===== src/rtl/lsu_ctrl.sv =====
`default_nettype none
// +--------------------------------------------------------------------------+
// | lsu_ctrl: single-outstanding load/store sequencer over a req/gnt/rvalid  |
// | data bus, with lane alignment, load extension and optional timeout.      |
// | Revision: 1.0                                                            |
// +--------------------------------------------------------------------------+
module lsu_ctrl #(
  parameter int unsigned TIMEOUT = 255
) (
  input  logic        clk_i,
  input  logic        rst_i,
  input  logic        req_i,
  output logic        ready_o,
  input  logic        we_i,
  input  logic [1:0]  size_i,
  input  logic        sign_ext_i,
  input  logic [31:0] addr_i,
  input  logic [31:0] wdata_i,
  input  logic [4:0]  rf_waddr_i,
  output logic        data_req_o,
  input  logic        data_gnt_i,
  input  logic        data_rvalid_i,
  input  logic        data_err_i,
  output logic [31:0] data_addr_o,
  output logic        data_we_o,
  output logic [3:0]  data_be_o,
  output logic [31:0] data_wdata_o,
  input  logic [31:0] data_rdata_i,
  output logic        rf_we_o,
  output logic [4:0]  rf_waddr_o,
  output logic [31:0] rf_wdata_o,
  output logic        done_o,
  output logic        err_o
);

  typedef enum logic [1:0] {
    S_IDLE        = 2'd0,
    S_WAIT_GNT    = 2'd1,
    S_WAIT_RVALID = 2'd2
  } state_e;

  localparam int unsigned TW   = (TIMEOUT > 0) ? $clog2(TIMEOUT + 1) : 1;
  localparam int unsigned TLIM = (TIMEOUT > 0) ? TIMEOUT - 1 : 0;

  state_e        state_q, state_d;
  logic [TW-1:0] timer_q, timer_d;
  logic [31:0]   addr_q, addr_d;
  logic          we_q, we_d;
  logic [3:0]    be_q, be_d;
  logic [31:0]   wdata_q, wdata_d;
  logic [1:0]    size_q, size_d;
  logic          sext_q, sext_d;
  logic [1:0]    off_q, off_d;
  logic [4:0]    waddr_q, waddr_d;
  logic          rf_we_q, rf_we_d;
  logic [4:0]    rf_waddr_q, rf_waddr_d;
  logic [31:0]   rf_wdata_q, rf_wdata_d;
  logic          done_q, done_d;
  logic          err_q, err_d;

  logic [1:0]    req_off;
  logic          misaligned;
  logic [3:0]    req_be;
  logic [7:0]    rd_byte;
  logic [15:0]   rd_half;
  logic [31:0]   ld_data;
  logic          timeout_hit;

  always_comb begin
    req_off    = addr_i[1:0];
    misaligned = (size_i == 2'b11)
               | ((size_i == 2'b01) & req_off[0])
               | ((size_i == 2'b10) & (req_off != 2'b00));
    case (size_i)
      2'b00:   req_be = 4'b0001 << req_off;
      2'b01:   req_be = 4'b0011 << req_off;
      default: req_be = 4'b1111;
    endcase
  end

  // Load lane extraction uses the offset captured at accept, not the live address.
  always_comb begin
    case (off_q)
      2'd0:    rd_byte = data_rdata_i[7:0];
      2'd1:    rd_byte = data_rdata_i[15:8];
      2'd2:    rd_byte = data_rdata_i[23:16];
      default: rd_byte = data_rdata_i[31:24];
    endcase
    rd_half = off_q[1] ? data_rdata_i[31:16] : data_rdata_i[15:0];
    case (size_q)
      2'b00:   ld_data = sext_q ? {{24{rd_byte[7]}}, rd_byte} : {24'd0, rd_byte};
      2'b01:   ld_data = sext_q ? {{16{rd_half[15]}}, rd_half} : {16'd0, rd_half};
      default: ld_data = data_rdata_i;
    endcase
  end

  assign timeout_hit = (TIMEOUT > 0) && (timer_q == TW'(TLIM));

  always_comb begin
    state_d    = state_q;
    timer_d    = timer_q;
    addr_d     = addr_q;
    we_d       = we_q;
    be_d       = be_q;
    wdata_d    = wdata_q;
    size_d     = size_q;
    sext_d     = sext_q;
    off_d      = off_q;
    waddr_d    = waddr_q;
    rf_we_d    = 1'b0;
    rf_waddr_d = rf_waddr_q;
    rf_wdata_d = rf_wdata_q;
    done_d     = 1'b0;
    err_d      = 1'b0;

    case (state_q)
      S_IDLE: begin
        if (req_i) begin
          if (misaligned) begin
            err_d = 1'b1;
          end else begin
            state_d = S_WAIT_GNT;
            timer_d = '0;
            addr_d  = {addr_i[31:2], 2'b00};
            we_d    = we_i;
            be_d    = req_be;
            wdata_d = wdata_i << {req_off, 3'b000};
            size_d  = size_i;
            sext_d  = sign_ext_i;
            off_d   = req_off;
            waddr_d = rf_waddr_i;
          end
        end
      end
      S_WAIT_GNT: begin
        // Timeout takes precedence: a grant in the expiring cycle is abandoned.
        if (timeout_hit) begin
          state_d = S_IDLE;
          err_d   = 1'b1;
        end else begin
          timer_d = timer_q + TW'(1);
          if (data_gnt_i) state_d = S_WAIT_RVALID;
        end
      end
      S_WAIT_RVALID: begin
        if (data_rvalid_i) begin
          state_d = S_IDLE;
          if (data_err_i) begin
            err_d = 1'b1;
          end else begin
            done_d = 1'b1;
            if (!we_q) begin
              rf_we_d    = 1'b1;
              rf_waddr_d = waddr_q;
              rf_wdata_d = ld_data;
            end
          end
        end else if (timeout_hit) begin
          state_d = S_IDLE;
          err_d   = 1'b1;
        end else begin
          timer_d = timer_q + TW'(1);
        end
      end
      default: state_d = S_IDLE;
    endcase
  end

  always_ff @(posedge clk_i) begin
    if (rst_i) begin
      state_q    <= S_IDLE;
      timer_q    <= '0;
      addr_q     <= '0;
      we_q       <= 1'b0;
      be_q       <= '0;
      wdata_q    <= '0;
      size_q     <= '0;
      sext_q     <= 1'b0;
      off_q      <= '0;
      waddr_q    <= '0;
      rf_we_q    <= 1'b0;
      rf_waddr_q <= '0;
      rf_wdata_q <= '0;
      done_q     <= 1'b0;
      err_q      <= 1'b0;
    end else begin
      state_q    <= state_d;
      timer_q    <= timer_d;
      addr_q     <= addr_d;
      we_q       <= we_d;
      be_q       <= be_d;
      wdata_q    <= wdata_d;
      size_q     <= size_d;
      sext_q     <= sext_d;
      off_q      <= off_d;
      waddr_q    <= waddr_d;
      rf_we_q    <= rf_we_d;
      rf_waddr_q <= rf_waddr_d;
      rf_wdata_q <= rf_wdata_d;
      done_q     <= done_d;
      err_q      <= err_d;
    end
  end

  assign ready_o      = (state_q == S_IDLE);
  assign data_req_o   = (state_q == S_WAIT_GNT);
  assign data_addr_o  = addr_q;
  assign data_we_o    = we_q;
  assign data_be_o    = be_q;
  assign data_wdata_o = wdata_q;
  assign rf_we_o      = rf_we_q;
  assign rf_waddr_o   = rf_waddr_q;
  assign rf_wdata_o   = rf_wdata_q;
  assign done_o       = done_q;
  assign err_o        = err_q;

endmodule
`default_nettype wire

===== config.mk =====
export PLATFORM = sky130hd
export DESIGN_NAME = lsu_ctrl
export DESIGN_NICKNAME = d
export VERILOG_FILES = /design/src/rtl/lsu_ctrl.sv
export SDC_FILE = /design/constraint.sdc
export NUM_CORES = 1
export LEC_CHECK = 0
export CORE_AREA = 5 5 119 121
export CTS_CLUSTER_DIAMETER = 200
export DETAILED_ROUTE_END_ITERATION = 8
export DIE_AREA = 0 0 124 126
export PLACE_DENSITY_LB_ADDON = 0.25
export SYNTH_ARGS = -nofsm -noshare
export SYNTH_HDL_FRONTEND = slang
export SYNTH_SLANG_ARGS = --single-unit

===== constraint.sdc =====
create_clock -name clk_i -period 5.5 [get_ports clk_i]
set_input_delay 1.1 -clock clk_i [delete_from_list [all_inputs] [get_ports clk_i]]
set_output_delay 1.1 -clock clk_i [all_outputs]
set_load 0.03 [all_outputs]

-- Yosys cells after proc, flatten, opt, wreduce, memory -nomap -nowiden
Cells that the tools add are included.
W data, S select, Z words.
- shifts and indexed selects: 3
- equality and inequality tests: 14
- add/subtract/negate cells: 1
- mux-type cells: 26
- reduce and logical (&&, ||, !) cells: 12
- bitwise operators: 9
- operators with widths (cell ; count):
    $mux W32 ; 2
    $pmux W32 S2 ; 1
    $pmux W8 S3 ; 2
    $mux W8 ; 4
    $shl A32 B5 Y32 ; 1
    $mux W16 ; 1
    $mux W2 ; 6
    $reduce_and A4 Y1 ; 3
    $add A8 B1 Y8 const B ; 1
    $eq A2 B1 Y1 const B ; 4
    $eq A2 B2 Y1 const B ; 4
    $eq A8 B8 Y1 const B ; 1
    $logic_not A2 Y1 ; 4
    $pmux W4 S2 ; 1
    $mux W1 ; 7
    $ne A2 B2 Y1 const B ; 3
    $pmux W2 S3 ; 1
    $not A1 Y1 ; 5
    $reduce_or A4 Y1 ; 1
    $shl A1 B2 Y4 const A ; 1
    $shl A2 B2 Y4 const A ; 1
    $ne A3 B1 Y1 const B ; 1
    $ne A3 B3 Y1 const B ; 1
    $pmux W1 S3 ; 1
    6 further kinds ; 8
- bits in registers: 127
- logic and storage cells: 80

-- Longest topological paths before layout
Gate-level depths: netlist of run 1.
- depth in word-level cells: 7
- mapped depth: 8
- depth with buffers taken out: 7

-- Worst setup path before layout of run 1
Ideal clock, no wire load.
- kind: input port to flip-flop
- start: in data_rdata_i[31]
- end: reg rf_wdata_q[21] (netlist: rf_wdata_o[21])
- cell stages on the path: 6
- slack: 3.090 ns
- arrival time: 2.276 ns
- library setup time: 0.134 ns
- cells stage by stage: mux4_2 > nor2b_4 > a21o_1 > a21oi_4 > buf_6 > a211oi_1
- word-level cells in the longest chain between the ends: 3
- elaborated cells between the ends (all ways): 5
- classes of those cells: mux: 5
- RTL lines (element ; RTL line ; RTL):
    start: declaration ; 28 ; input logic [31:0] data_rdata_i,
    $pmux W8 S3 / $mux W16 (equally long branches) ; 83, 89 ;
    $mux W32 (on tied branches) ; 91, 92 ;
    $pmux W32 S2 (*) ; 90 ; case (size_q)
    end signal: assignment ; 199 ; rf_wdata_q <= rf_wdata_d;
    end: declaration ; 57 ; logic [31:0] rf_wdata_q, rf_wdata_d;
Mark *: on every way between the ends. The rest lies on a longest branch, timed or not.
A chain may end at the register's enable or synchronous reset.

-- Final worst setup path of run 1
- start: in addr_i[1]
- end: reg wdata_q[23] (netlist: data_wdata_o[23])
- word-level cells in the longest chain between the ends: 5
- elaborated cells between the ends (all ways): 6
- classes of those cells: shift: 1; bitwise: 3; reduce/logical: 2
- RTL lines (element ; RTL line ; RTL):
    start: declaration ; 17 ; input logic [31:0] addr_i,
    $reduce_bool A2 Y1 ; 73 ; | ((size_i == 2'b10) & (req_off != 2'b00));
    $and A1 B1 Y1 ; 73 ;
    $or A1 B1 Y1 ; 73 ;
    $not A1 Y1 (no line) ; - ;
    $reduce_and A3 Y1 (no line) ; - ;
    end signal: assignment ; 192 ; wdata_q <= wdata_d;
    end: declaration ; 50 ; logic [31:0] wdata_q, wdata_d;
Parallel ways exist; a longest one is shown, timed or not.

==> flow_summary.yaml, run 1 <==
outcome:
  outcome: "finished clean"
finish:
  drive_above_1_share: 0.0653
  area_growth_pct: 49.5
  final_cells: 1079
  final_area_sq_mm: 0.00853
  finish.utilization: 0.657
  final_nets: 1007
  diodes: 0
critical_path:
  crit_slowest_cell: "o21ai_4"
  r2r_slack_ns: 3.10
  worstReg2RegEnd: "data_wdata_o[4]$_SDFFE_PP0P_"
  crit_required_ns: 5.79
  critical_path.cell_chain: "clkdlybuf4s50_1, buf_4, nor3_1, o21ai_4, buf_4, nor3_1, a221oi_1, nor2_1"
  endpoint_kind: "register"
  crit_buf_inv: 3
  crit_fanout: 40
  crit_type: "input port to register"
  cp-start-kind: "input port"
  worstPathArrival_ns: 3.67
  r2r-start: "state_q[0]$_SDFFE_PP0P_"
  cp_top_family: "buffers and inverters"
  worst_path_largest_cell_delay_ns: 0.70
  rr_worst_depth: 6
timing:
  worst_pin_slew_ns: 1.23
  hold_viol: 0
  fin_skew_ns: 0.00738
  rsz0062_at_grt: "false"
  finalCritPeriodShare: 0.615
  setup_viol: 0
  relSlewSlack: 0.181
  timing.final.crit_period_ns: 3.38
  max_freq_ghz: 0.296
  setup_tns_ns: 0
  timing.final.max_slew_violations: 0
power_and_ir_drop:
  p_leak_nw: 3.01
  p_per_area_mw_per_mm2: 347
  total_power_w: 0.00296
  peakVddDrop_mv: 0.213
place:
  place_inst: 1047
  portBuffers: 219
  gp_congestion: 0.853
  post_dp_cell_area_sq_mm: 0.00793
  dp_hpwl_microns: 13100
floorplan:
  start_util: 0.440
  std_cell_rows: 42
  die_h_microns: 126
  dieWidth_microns: 124
  dieArea_sq_mm: 0.0156
  io_pins: 222
  fp.coreArea_sq_mm: 0.0130
logic_synthesis:
  async_flop_share: 0
  synth_seq_cells: 127
  ys.flop_type: "dfxtp_1"
  synth_warnings: 0
  netlist_area_sq_mm: 0.00571
  syn_avg_cell_area_sq_um: 8.13
  synth_area_leader_cell: "dfxtp_1"
  synth_top_area_frac: 0.446
  synthTopCellsByArea: "dfxtp_1, nand2_1, a21oi_1"
  synthCells: 702
  yosysUniqueCellTypes: 49
  ys_seq_area_frac: 0.446
  synth_edf_count: 0
clocking:
  path_clk_slew_ns: 0.06
  clock-sinks: 127
  cts_resized: 0
  cts_hold_buf: 0
  post-cts-setup-buffers: 0
  numCtsBuffers: 17
  tritoncts: "built"
  clock_path_buffers: 2
  cts.htree.levels: 4
  clock_latency_ns: 0.42
  clockRootBuffer: "clkbuf_16"
drt:
  drtAntennaViolNets: 0
  wl_per_cell_microns: 16.4
  totalWireLength_microns: 17700
  drc: 0
  via_per_inst: 5.27
  drt_first_pass_iters: 5
  drt_iter0_drc: 384
  vias: 5689
grt:
  grt_max_degree: 76
  grt_remaining_overflow: 0
  grt_use_total: 0.223
  grt_pass1_vias: 5623
  grt_pass1_wl_microns: 27900
  antenna_found_initial: 0
worst_hold_path:
  hp-class: "register to register"
  hold_depth: 2
  min_to: "data_addr_o[4]$_SDFFE_PP0P_"
  worstHoldStart: "data_addr_o[4]$_SDFFE_PP0P_"
run:
  max-cap-violations: 0
worst min-delay path: stages, from the launching register on:
cell     delay [ns]
dfxtp_1        0.31
nand2_1        0.05
a21oi_1        0.05
metal layers:
layer,track usage,up-vias,share of wire
met1,0.261,2670,0.41
met5,0,-,0
met4,0.0838,0,0.022
li1,-,2801,-
met2,0.384,186,0.50
met3,0.0605,32,0.070
metrics by stage:
stage	worst slack (ns)	hold slack (ns)
after detailed placement	1.70	0.447
after CTS	2.13	0.455
after floorplan	3.09	0.432
after global routing	1.88	0.471
after global placement	1.79	0.439
final	2.12	0.453
cell usage after synthesis, types with 3 or more instances:
cell type	n
nand2b_1	8
nand3_1	9
a22oi_1	10
nor3b_1	5
buf_4	3
nand3b_1	3
ha_1	6
a221oi_1	6
xnor2_1	7
nor2b_1	15
mux2i_1	18
mux2_2	10
dfxtp_1	127
a211oi_1	50
a21o_1	3
buf_2	15
a21oi_1	82
o21ai_0	9
clkbuf_1	34
nor2_1	70
nand4_1	4
nor3_1	30
a2bb2oi_1	7
nand2_1	131
buf_1	3
inv_1	14
final cells by class:
cell class,instances,area (sq um)
multi-input combinational,505,2880
sequential,127,2540
tap,176,220
fill,1125,4450
clock buffer,17,425
clock inverter,15,174
timing repair buffer,225,2230
inverter,14,52.6
how the worst max path moves through the flow:
stage | startpoint | end | slack [ns] | cells after the start
after floorplan | data_rdata_i[31] | rf_wdata_o[21]$_SDFFE_PP0P_ | 3.09 | 6
after global placement | addr_i[1] | data_wdata_o[23]$_SDFFE_PP0P_ | 1.79 | 8
after detailed placement | addr_i[1] | data_wdata_o[23]$_SDFFE_PP0P_ | 1.70 | 8
after CTS | addr_i[1] | data_wdata_o[23]$_SDFFE_PP0P_ | 2.13 | 8
after global routing | addr_i[1] | data_wdata_o[17]$_SDFFE_PP0P_ | 1.88 | 8
final | addr_i[1] | data_wdata_o[23]$_SDFFE_PP0P_ | 2.12 | 8
report_power, final:
group          total [W]  leakage, nW  internal (W)  switching, W
registers        0.00106         1.03       0.00100     0.0000573
clock network    0.00112        0.288      0.000681      0.000441
logic           0.000783         1.69      0.000330      0.000453
cell families after synthesis:
kind of cell / share of synthesized area
compound gates: 0.203
xor+xnor: 0.0107
flops: 0.446
simple gates: 0.218
fa+ha+maj: 0.0132
buf+inv: 0.0535
other cells: 0.000657
mux: 0.0553
sequential cells by signal (all words and copies together), names as in the netlist:
| name | flops |
|---|---|
| waddr_q | 5 |
| sext_q | 1 |
| data_be_o | 4 |
| rf_wdata_o | 32 |
| data_wdata_o | 32 |
| rf_waddr_o | 5 |
| data_we_o | 1 |
| off_q | 2 |
| err_o | 1 |
| data_addr_o | 30 |
| timer_q | 8 |
| state_q | 2 |
| done_o | 1 |
| size_q | 2 |
| rf_we_o | 1 |
cell usage in the layout (no fill, tap or decap), types with 2 or more instances in the layout:
cell / n
a2bb2oi_1: 7
nand3_1: 9
mux2_2: 10
a221oi_1: 6
nor2_1: 70
bufinv_16: 2
nor2b_4: 2
a21o_1: 3
nand2b_1: 8
dfxtp_1: 127
o21ai_0: 9
ha_1: 6
nor2b_1: 14
buf_4: 7
clkinv_4: 3
xnor2_1: 7
nor3b_1: 5
nand4_1: 4
clkbuf_16: 17
a21oi_1: 82
clkdlybuf4s50_1: 217
nand3b_1: 3
a22oi_1: 10
mux2i_1: 18
inv_1: 14
conb_1: 2
nand2_1: 131
a211oi_1: 50
inv_6: 7
nor3_1: 30
clkinvlp_4: 2
(Power assumes the default switching activity.)
==> run 2, diff against run 1 <==
Settings changed: CORE_AREA 5 5 119 121 to 5 5 120 122, DIE_AREA 0 0 124 126 to 0 0 125 127.
Clock period 5.5 ns to 3.36 ns, I/O delays scaled along.
==> run 2 against run 1 <==
Die area rose by 1.6%. Combinational power rose by 66%. Register-to-register slack got worse by 1.9 ns. Total power rose by 70%. Via count fell by 0.39%. Sequential cell count did not move. Worst hold slack got worse by 0.0029 ns.
==> flow_summary.yaml, run 2 (synthesis gave the netlist of run 1 again) <==
outcome:
  outcome: "finished clean"
grt:
  grt_remaining_overflow: 0
  grt_max_degree: 54
  use_met2: 0.378
  antenna_found_initial: 0
  met1_usage: 0.254
  use_met3: 0.0735
  busiest_layer: "met2"
  grt_pass1_vias: 5553
  grt_use_total: 0.218
  grt_pass1_wl_microns: 28100
timing:
  rsz0062_at_grt: "false"
  finalCritPeriodShare: 0.738
  worst_pin_slew_ns: 0.686
  hold_viol: 0
  max_freq_ghz: 0.403
  timing.final.max_slew_violations: 0
  setup_viol: 0
  timing.final.crit_period_ns: 2.48
  relSlewSlack: 0.542
  fin_skew_ns: 0.00729
  setup_tns_ns: 0
critical_path:
  endpoint_kind: "output pin"
  worstPathArrival_ns: 1.81
  crit_required_ns: 2.69
  crit_type: "register to output pin"
  cp-start-kind: "register"
  crit_fanout: 4
drt:
  drt_first_pass_iters: 5
  wl_per_cell_microns: 16.4
  drt_iter0_drc: 432
  via_per_inst: 5.22
  drtAntennaViolNets: 0
  totalWireLength_microns: 17800
  drc: 0
  vias: 5667
power_and_ir_drop:
  total_power_w: 0.00504
  p_per_area_mw_per_mm2: 584
  peakVddDrop_mv: 0.381
  p_leak_nw: 3.08
clocking:
  post-cts-setup-buffers: 0
  cts_hold_buf: 0
  clock_path_buffers: 2
  cts.htree.levels: 4
  cts_resized: 0
  path_clk_slew_ns: 0.06
  clock_latency_ns: 0.41
  clock-sinks: 127
  numCtsBuffers: 17
  clockRootBuffer: "clkbuf_16"
  tritoncts: "built"
floorplan:
  std_cell_rows: 42
  start_util: 0.436
  dieWidth_microns: 125
  dieArea_sq_mm: 0.0159
  die_h_microns: 127
  io_pins: 222
  fp.coreArea_sq_mm: 0.0131
finish:
  area_growth_pct: 51.3
  final_cells: 1085
  diodes: 0
  drive_above_1_share: 0.0715
  final_area_sq_mm: 0.00863
  layout_commonest_cell: "clkdlybuf4s50_1"
  final_nets: 1014
  final_cell_mix: "clkdlybuf4s50_1, nand2_1, dfxtp_1, a21oi_1, nor2_1"
place:
  portBuffers: 219
  dp_hpwl_microns: 13500
  place_inst: 1054
  gp_congestion: 0.882
  post_dp_cell_area_sq_mm: 0.00798
worst_hold_path:
  hp-class: "register to register"
run:
  max-cap-violations: 0
==> run 2: final cells by class <==
type / count / area, sq um
clock inverter: 11 / 186
sequential: 127 / 2540
inverter: 14 / 52.6
multi-input combinational: 505 / 2880
timing repair buffer: 232 / 2280
clock buffer: 20 / 467
fill: 1067 / 4450
tap: 176 / 220
==> run 2: worst paths after layout <==
| check | end | cells after the start | from | slack [ns] |
|---|---|---|---|---|
| worst max-delay path | ready_o | 3 | state_q[0]$_SDFFE_PP0P_ | 0.88 |
| worst min-delay path | rf_waddr_o[4]$_SDFFE_PP0P_ | 2 | waddr_q[4]$_SDFFE_PP0P_ | 0.45 |
| worst max register to register | rf_wdata_o[11]$_SDFFE_PP0P_ | 6 | state_q[0]$_SDFFE_PP0P_ | 1.17 |
| worst min register to register | rf_waddr_o[4]$_SDFFE_PP0P_ | 2 | waddr_q[4]$_SDFFE_PP0P_ | 0.45 |
==> run 2: report_power, final <==
group	internal, W	switching, W	total (W)
clock network	0.00137	0.000645	0.00201
logic	0.000551	0.000749	0.00130
registers	0.00164	0.0000912	0.00173
total	0.00356	0.00149	0.00504
==> run 2: worst max-delay path, stage by stage, from the launching register on <==
cell	delay [ns]
dfxtp_1	0.34
inv_1	0.10
ha_1	0.24
clkdlybuf4s50_1	0.73
==> run 2: routing by layer <==
layer,up-vias,share of wire
met5,-,0
met3,22,0.070
met4,0,0.016
met1,2640,0.42
li1,2817,-
met2,188,0.50
==> run 2: per-stage QoR <==
step | hold WS, ns | setup WS (ns) | utilization
5_1_grt | 0.464 | 0.824 | 0.660
2_1_floorplan | 0.432 | 1.38 | -
6_report | 0.450 | 0.880 | 0.660
3_3_place_gp | 0.442 | 0.639 | 0.610
3_5_place_dp | 0.446 | 0.623 | 0.610
4_1_cts | 0.453 | 0.863 | 0.660
==> run 3, diff against run 2 <==
Clock period 3.36 ns to 2.33 ns, I/O delays scaled along.
==> run 3 against run 2 <==
Sequential power increased by 44%. Final cell count increased by 1.1%. Worst hold slack got worse by 0.076 ns. Clock skew decreased by 0.00094 ns. Largest cell class unchanged. Critical path depth decreased by 2. Clock-buffer cell count decreased by 2. Via count increased by 1.8%. Worst setup slack got worse by 0.57 ns. Global-route usage increased by 0.58 points. Highest routed layer unchanged.
==> flow_summary.yaml, run 3 (synthesis gave the netlist of run 1 again) <==
outcome:
  outcome: "finished clean"
floorplan:
  dieArea_sq_mm: 0.0159
  dieWidth_microns: 125
  fp.coreArea_sq_mm: 0.0131
  start_util: 0.436
  die_h_microns: 127
  io_pins: 222
  std_cell_rows: 42
clocking:
  clock_latency_ns: 0.41
  clockRootBuffer: "clkbuf_16"
  post-cts-setup-buffers: 0
  clock-sinks: 127
  path_clk_slew_ns: 0.06
  cts.htree.levels: 4
  tritoncts: "built"
  clock_path_buffers: 2
  numCtsBuffers: 17
  cts_hold_buf: 0
finish:
  final_cell_mix: "clkdlybuf4s50_1, nand2_1, dfxtp_1, a21oi_1, nor2_1"
  area_growth_pct: 53.3
  layout_commonest_cell: "clkdlybuf4s50_1"
  final_nets: 1025
  finish.utilization: 0.669
  diodes: 0
  drive_above_1_share: 0.0836
  fillers: 1048
power_and_ir_drop:
  netSwitchingPower_w: 0.00219
  p_sw_frac: 0.304
  p_leak_nw: 3.15
  pwr-share-seq: 0.345
  peakVddDrop_mv: 0.506
  p_comb_frac: 0.269
  pwr-share-clk: 0.386
  p_per_area_mw_per_mm2: 824
  internal-power_w: 0.00502
timing:
  hold_viol: 0
  timing.final.max_slew_violations: 0
  rsz0062_at_grt: "false"
  relSlewSlack: 0.611
  worst_pin_slew_ns: 0.581
  fin_skew_ns: 0.00635
  setup_tns_ns: 0
  max_freq_ghz: 0.495
  setup_viol: 0
  finalCritPeriodShare: 0.866
  timing.final.crit_period_ns: 2.02
  fin_ws_ns: 0.311
run:
  max-cap-violations: 0
critical_path:
  crit_required_ns: 1.86
  worstPathArrival_ns: 1.55
  crit_type: "register to output pin"
  endpoint_kind: "output pin"
  worst_path_largest_cell_delay_ns: 0.72
  cp_top_family: "buffers and inverters"
  crit_fanout: 5
  crit_buf_inv: 1
  r2r_slack_ns: 0.38
  critical_path.cell_chain: "clkdlybuf4s50_1"
  cp-start-kind: "register"
  crit_slowest_cell: "clkdlybuf4s50_1"
grt:
  use_met2: 0.374
  grt_pass1_wl_microns: 29000
  grt_max_degree: 64
  busiest_layer: "met2"
  grt_remaining_overflow: 0
  grt_use_total: 0.223
  antenna_found_initial: 0
  grt_pass1_vias: 5693
  met1_usage: 0.269
  use_met3: 0.0684
drt:
  drt_first_pass_iters: 5
  via_per_inst: 5.26
  wl_per_cell_microns: 16.3
  drt_iter0_drc: 493
  drc: 0
  totalWireLength_microns: 17900
  vias: 5768
  drtAntennaViolNets: 0
place:
  portBuffers: 219
  gp_congestion: 0.896
  dp_hpwl_microns: 13600
  dp_slack_ns: -0.0246
worst_hold_path:
  hp-class: "input port to register"
-- run 3: cell types whose count changed in the layout (fill, tap and decap cells not counted), sizes merged --
cell | previous run | this run
clkinv | 5 | 6
clkbuf | 20 | 18
dlymetal6s2s | 0 | 2
clkdlybuf4s50 | 217 | 215
clkinvlp | 1 | 4
bufinv | 5 | 4
buf | 15 | 26
-- run 3: per-layer routing --
metal,share of wire,up-vias,routed length [microns]
li1,-,2845,-
met1,0.41,2678,7390
met2,0.49,208,8730
met3,0.071,37,1270
met4,0.028,0,510
met5,0,-,0
-- run 3: layout make-up --
type                    count  area, sq um  area share
multi-input cells         505         2880       0.330
flip-flops and latches    127         2540       0.291
repair buffers            243         2420       0.277
clock buffers              18          439      0.0502
well taps                 176          220      0.0252
clock inverters            14          191      0.0219
inverters                  14         52.6     0.00601
-- run 3: path summary, 6_finish.rpt --
check	depth (start not counted)	startpoint	endpoint
worst max-delay path	1	data_we_o$_SDFFE_PP0P_	data_we_o
worst min-delay path	3	addr_i[0]	off_q[0]$_SDFFE_PP0P_
worst max register to register	5	off_q[0]$_SDFFE_PP0P_	rf_wdata_o[0]$_SDFFE_PP0P_
worst min register to register	2	data_addr_o[14]$_SDFFE_PP0P_	data_addr_o[14]$_SDFFE_PP0P_
-- run 3: per-stage QoR --
stage                     instance area (sq um)  hold WS, ns  cells  total power [W]
after floorplan                            5710        0.432    703          0.00366
after global placement                     8110        0.440   1065          0.00442
after detailed placement                   8110        0.446   1065          0.00447
after CTS                                  8740        0.359   1097          0.00727
after global routing                       8750        0.388   1097          0.00754
final                                      8750        0.374   1097          0.00721
-- run 3: timing repair --
item | 4_1_cts | 5_1_grt
gates resized for setup | 0 | 2
endpoints found under the hold margin | 0 | 0
endpoints found under the setup margin | 0 | 2
-- run 3: power by group through the flow --
| stage | clock, W | combinational (W) | sequential, W |
|---|---|---|---|
| after floorplan | 0 | 0.000876 | 0.00279 |
| after global placement | 0 | 0.00191 | 0.00252 |
| after detailed placement | 0 | 0.00194 | 0.00253 |
| after CTS | 0.00283 | 0.00195 | 0.00248 |
| after global routing | 0.00293 | 0.00210 | 0.00251 |
| final | 0.00278 | 0.00194 | 0.00249 |
